File: src/rtl/seq_detector_param.sv
// Serial pattern detector with a runtime-programmable pattern, length and overlap mode.
// It produces a registered one-cycle match pulse and a saturating match counter.
module seq_detector_param #(
  parameter int               PAT_W   = 8,
  parameter int               CNT_W   = 16,
  parameter int               LEN_W   = $clog2(PAT_W + 1),
  parameter logic [PAT_W-1:0] RST_PAT = PAT_W'(8'h0A),
  parameter logic [LEN_W-1:0] RST_LEN = LEN_W'(4),
  parameter logic             RST_OVL = 1'b0
) (
  input  logic             clk,
  input  logic             rst,
  input  logic             in_valid,
  input  logic             in_bit,
  input  logic             cfg_load,
  input  logic [PAT_W-1:0] cfg_pat,
  input  logic [LEN_W-1:0] cfg_len,
  input  logic             cfg_ovl,
  input  logic             cnt_clr,
  output logic             match,
  output logic [CNT_W-1:0] match_count,
  output logic             armed
);

  localparam logic [LEN_W-1:0] LEN_MAX = LEN_W'(PAT_W);
  localparam logic [CNT_W-1:0] CNT_MAX = {CNT_W{1'b1}};

  logic [PAT_W-1:0] pat_r;
  logic [LEN_W-1:0] len_r;
  logic             ovl_r;
  logic [PAT_W-1:0] hist_r;
  logic [LEN_W-1:0] fill_r;

  logic [PAT_W-1:0] hist_n_s;
  logic [LEN_W-1:0] fill_n_s;
  logic [PAT_W-1:0] mask_s;
  logic             hit_s;
  logic [PAT_W-1:0] pat_d_s;
  logic [LEN_W-1:0] len_d_s;
  logic             ovl_d_s;
  logic [PAT_W-1:0] hist_d_s;
  logic [LEN_W-1:0] fill_d_s;
  logic [CNT_W-1:0] count_d_s;
  logic             armed_d_s;

  // Candidate history/fill after this bit and the hit decision against the active pattern.
  always_comb begin
    hist_n_s = {hist_r[PAT_W-2:0], in_bit};
    if (fill_r >= LEN_MAX) begin
      fill_n_s = LEN_MAX;
    end else begin
      fill_n_s = fill_r + LEN_W'(1);
    end
    if (len_r >= LEN_MAX) begin
      mask_s = {PAT_W{1'b1}};
    end else begin
      mask_s = (PAT_W'(1) << len_r) - PAT_W'(1);
    end
    if (in_valid && !cfg_load && (len_r != LEN_W'(0)) && (fill_n_s >= len_r) &&
        ((hist_n_s & mask_s) == (pat_r & mask_s))) begin
      hit_s = 1'b1;
    end else begin
      hit_s = 1'b0;
    end
  end

  // Next-state selection for configuration, history, fill, counter and armed flag.
  always_comb begin
    pat_d_s  = pat_r;
    len_d_s  = len_r;
    ovl_d_s  = ovl_r;
    hist_d_s = hist_r;
    fill_d_s = fill_r;
    if (cfg_load) begin
      pat_d_s  = cfg_pat;
      len_d_s  = (cfg_len > LEN_MAX) ? LEN_MAX : cfg_len;
      ovl_d_s  = cfg_ovl;
      hist_d_s = {PAT_W{1'b0}};
      fill_d_s = LEN_W'(0);
    end else if (in_valid) begin
      // A non-overlapping hit restarts the fill so no bit of the match is reused.
      if (hit_s && !ovl_r) begin
        fill_d_s = LEN_W'(0);
      end else begin
        hist_d_s = hist_n_s;
        fill_d_s = fill_n_s;
      end
    end else begin
      fill_d_s = fill_r;
    end

    if (cnt_clr) begin
      count_d_s = {CNT_W{1'b0}};
    end else if (hit_s && (match_count != CNT_MAX)) begin
      count_d_s = match_count + CNT_W'(1);
    end else begin
      count_d_s = match_count;
    end

    armed_d_s = (len_d_s != LEN_W'(0)) && (fill_d_s >= len_d_s);
  end

  // State and output registers.
  always_ff @(posedge clk or posedge rst) begin
    if (rst) begin
      pat_r       <= RST_PAT;
      len_r       <= RST_LEN;
      ovl_r       <= RST_OVL;
      hist_r      <= {PAT_W{1'b0}};
      fill_r      <= LEN_W'(0);
      match       <= 1'b0;
      match_count <= {CNT_W{1'b0}};
      armed       <= 1'b0;
    end else begin
      pat_r       <= pat_d_s;
      len_r       <= len_d_s;
      ovl_r       <= ovl_d_s;
      hist_r      <= hist_d_s;
      fill_r      <= fill_d_s;
      match       <= hit_s;
      match_count <= count_d_s;
      armed       <= armed_d_s;
    end
  end

endmodule

File: config.mk
export PLATFORM = sky130hd
export DESIGN_NAME = seq_detector_param
export DESIGN_NICKNAME = d
export VERILOG_FILES = /design/src/rtl/seq_detector_param.sv
export SDC_FILE = /design/constraint.sdc
export NUM_CORES = 1
export LEC_CHECK = 0
export ABC_AREA = 1
export BUFFER_PORTS_ARGS = -buffer_cell sky130_fd_sc_hd__buf_2
export CAP_MARGIN = 20
export CELL_PAD_IN_SITES_DETAIL_PLACEMENT = 1
export CELL_PAD_IN_SITES_GLOBAL_PLACEMENT = 2
export CORE_MARGIN = 3
export CORE_UTILIZATION = 35
export CTS_BUF_LIST = sky130_fd_sc_hd__clkbuf_4
export DETAILED_ROUTE_END_ITERATION = 10
export GPL_ROUTABILITY_DRIVEN = 0
export GPL_TIMING_DRIVEN = 1
export PLACE_DENSITY = 0.85
export SYNTH_ARGS = -nofsm -noshare
export SYNTH_HDL_FRONTEND = slang
export SYNTH_SLANG_ARGS = --single-unit
File: constraint.sdc
create_clock -name clk -period 3.5 [get_ports clk]
set_input_delay 0.35 -clock clk [delete_from_list [all_inputs] [get_ports clk]]
set_output_delay 0.35 -clock clk [all_outputs]
set_load 0.01 [all_outputs]
==> flow_summary.json <==
{
  "clockBufferDepth": 2,
  "synth.distinct_cells": 30,
  "synth_xor_area_share_pct": 4.93,
  "cts.repair.resized": 0,
  "min_period_ns": 3.01,
  "crit_cells": 22,
  "leakage_nw": 1.63,
  "rr_startpoint": "fill_r[0]",
  "final-hold-violation-count": 0,
  "drtIter0Drc": 69,
  "post_cts_buffers": 0,
  "grt_pass1_vias": 2480,
  "maxSlewViolCount": 0,
  "vias": 2318,
  "critPathLaunchType": "register",
  "netlist_area_um2": 2670,
  "r2r_end": "armed",
  "synth_top_area_share_pct": 36.6,
  "gr-total-overflow": 0,
  "regArea_um2": 1050,
  "ys_seq_area_share_pct": 39.6,
  "hp-class": "primary input to async pin",
  "required_ns": 3.75,
  "grt_setup_unrepaired": "false",
  "syn_nets": 376,
  "drv_cap": 0,
  "cp.arrival_ns": 3.26,
  "grt_max_degree": 43,
  "crit_chain": "inv_1, ha_1, inv_1, nor2_1, ha_1, inv_1, o21bai_1, nand2_1, nand2_1, nor2_1, nor2_1, nand4_1, nand3_1, nand2_1, nand2_1, ha_1, inv_1, a21oi_1, o21a_1, o21a_1, o32ai_1, inv_1",
  "tns_ns": 0,
  "grt_pass1_wl_mm": 11.6,
  "cts_root_buf": "clkbuf_4",
  "synth-simple-area-share_pct": 36.1,
  "die_w_um": 93.3,
  "ctsHoldBuffers": 0,
  "core_um2": 7330,
  "slowest_stage": "dfrtp_1",
  "viasPerCell": 4.80,
  "io_pins": 37,
  "num-fill-cells": 918,
  "max_stage_delay_ns": 0.44,
  "clock_latency_ns": 0.35,
  "critPathTopFamily": "simple AND/OR/NAND/NOR gates",
  "drt-total-wl_mm": 6.67,
  "synth_compound_area_share_pct": 5.54,
  "diodes": 0,
  "path_clk_slew_ns": 0.13,
  "cp-startpoint": "fill_r[0]",
  "crit_path_end_kind": "register",
  "synth_top_family_by_area": "simple AND/OR/NAND/NOR gates",
  "clock-sinks": 42,
  "critPathKind": "register to register",
  "synthAdderAreaFrac_pct": 5.63,
  "final_common_cell": "nand2_1",
  "syn_avg_cell_area_um2": 7.73,
  "slew_headroom_pct": 61.2,
  "cts_tree": "yes",
  "ff2ff_path_depth": 22,
  "yosysWarnings": 0,
  "synth.largest_area_cell": "dfrtp_1",
  "drive_gt1_share_pct": 19.3,
  "syn2layout_area_growth_pct": 13.2,
  "grt_util_all_layers_pct": 16.6,
  "synth_mux_area_share_pct": 0,
  "fmax_mhz": 332,
  "yosys_most_used_dff": "dfrtp_1",
  "dp_hpwl_mm": 5.07,
  "status": "finished clean",
  "worst_path_most_repeated_cell": "inv_1",
  "synthArstFlopShare_pct": 100,
  "wl_per_cell_um": 13.8,
  "regToRegSetupSlack_ns": 0.49,
  "synth_cells": 345,
  "crit_path_end": "armed",
  "post-route-drc-count": 0,
  "ys_seq_elements": 42,
  "final_cell_mix": "nand2_1 (95), inv_1 (40), dfrtp_1 (39)",
  "numCtsBuffers": 5,
  "netlist_top_cells_area": "dfrtp_1 (37%), nand2_1 (13%), nand3_1 (6.0%)",
  "power_uw": 926,
  "htreeDepth": 2,
  "fin_crit_sh_pct": 86.0,
  "path_buf_inv": 5,
  "worstPathMaxFanout": 5,
  "grt_antenna_before_repair": 0,
  "fin_nets": 414,
  "p_per_area_nw_per_um2": 307,
  "multi_input_area_um2": 1390,
  "skew_ns": 0.0137,
  "fp.dieArea_um2": 8700,
  "irDropWorstVdd_uv": 132,
  "setup_violations": 0,
  "die_h_um": 93.3,
  "port_buffers": 36,
  "start_util_pct": 36.4,
  "dr.pass1.iters": 4,
  "row_count": 31,
  "detail-route-antenna-nets": 0,
  "tightest_slew_ns": 0.576,
  "synth_edf_count": 0
}
[cells in the mapped netlist (3+ instances only)]
cell      number
nand2_1       95
inv_1         41
dfrtp_1       39
nand3_1       32
nor2_1        26
xor2_1        15
ha_1          12
nand3_2       11
nand4_1       11
o21ai_0       11
nand3b_1       9
a21oi_1        7
buf_2          3
dfstp_2        3
inv_2          3
nor3_1         3
o21a_1         3
o22ai_1        3
[registers in the layout, indices dropped and copies added, names as in the netlist]
register and flops:
armed 1, ovl_r 1, match 1, len_r 4, fill_r 4, match_count 16
pat_r 8, hist_r 7
[cell families after synthesis]
kind of cell | after synthesis
AOI/OAI and AO/OA | 26
adders and majority gates | 12
and+or+nand+nor | 197
DFF | 42
buffers and inverters | 53
xor gates and xnor gates | 15
[where the power goes]
part | switching [mW] | internal, mW
Combinational | 0.0991 | 0.0564
Sequential | 0.0181 | 0.505
Clock | 0.163 | 0.0846
[metrics by stage]
stage	worst slack [ns]	cell area (um^2)	std cells	hold WS, ns	util [%]
after floorplan	0.661	2670	345	0.461	-
after global placement	0.605	2940	474	0.479	40.1
after detailed placement	0.461	2940	474	0.491	40.1
after CTS	0.438	2990	482	0.109	40.8
after global routing	0.119	3020	483	0.135	41.2
final	0.489	3020	483	0.115	41.2
[final cells by class]
| class | instances | area share, % |
|---|---|---|
| Clock buffer | 6 | 1.49 |
| Clock inverter | 2 | 0.332 |
| Inverter | 45 | 5.68 |
| Multi-Input combinational cell | 250 | 46.1 |
| Sequential cell | 42 | 34.9 |
| Tap cell | 99 | 4.10 |
| Timing Repair Buffer | 39 | 7.38 |
[worst min-delay path: cells and delay by family]
kind / cells / cell delay [ns]
buffers and inverters: 3 / 0.59
[routing by layer]
layer  share of wire [%]  track usage [%]  vias to the layer above
li1                    -                -                     1189
met1                  46             20.1                     1087
met2                  50             30.3                       34
met3                 3.0             2.74                        8
met4                 1.2             4.27                        0
met5                   0                0                        -
[worst min path at each step]
stage	to	slack (ns)	cells after the start
6_report	fill_r[1]	0.11	3
5_1_grt	match_count[15]	0.14	3
4_1_cts	match_count[15]	0.11	3
3_5_place_dp	pat_r[5]	0.49	2
3_3_place_gp	hist_r[6]	0.48	2
2_1_floorplan	pat_r[5]	0.46	2
Note: power is estimated with default switching activity, not from simulation.
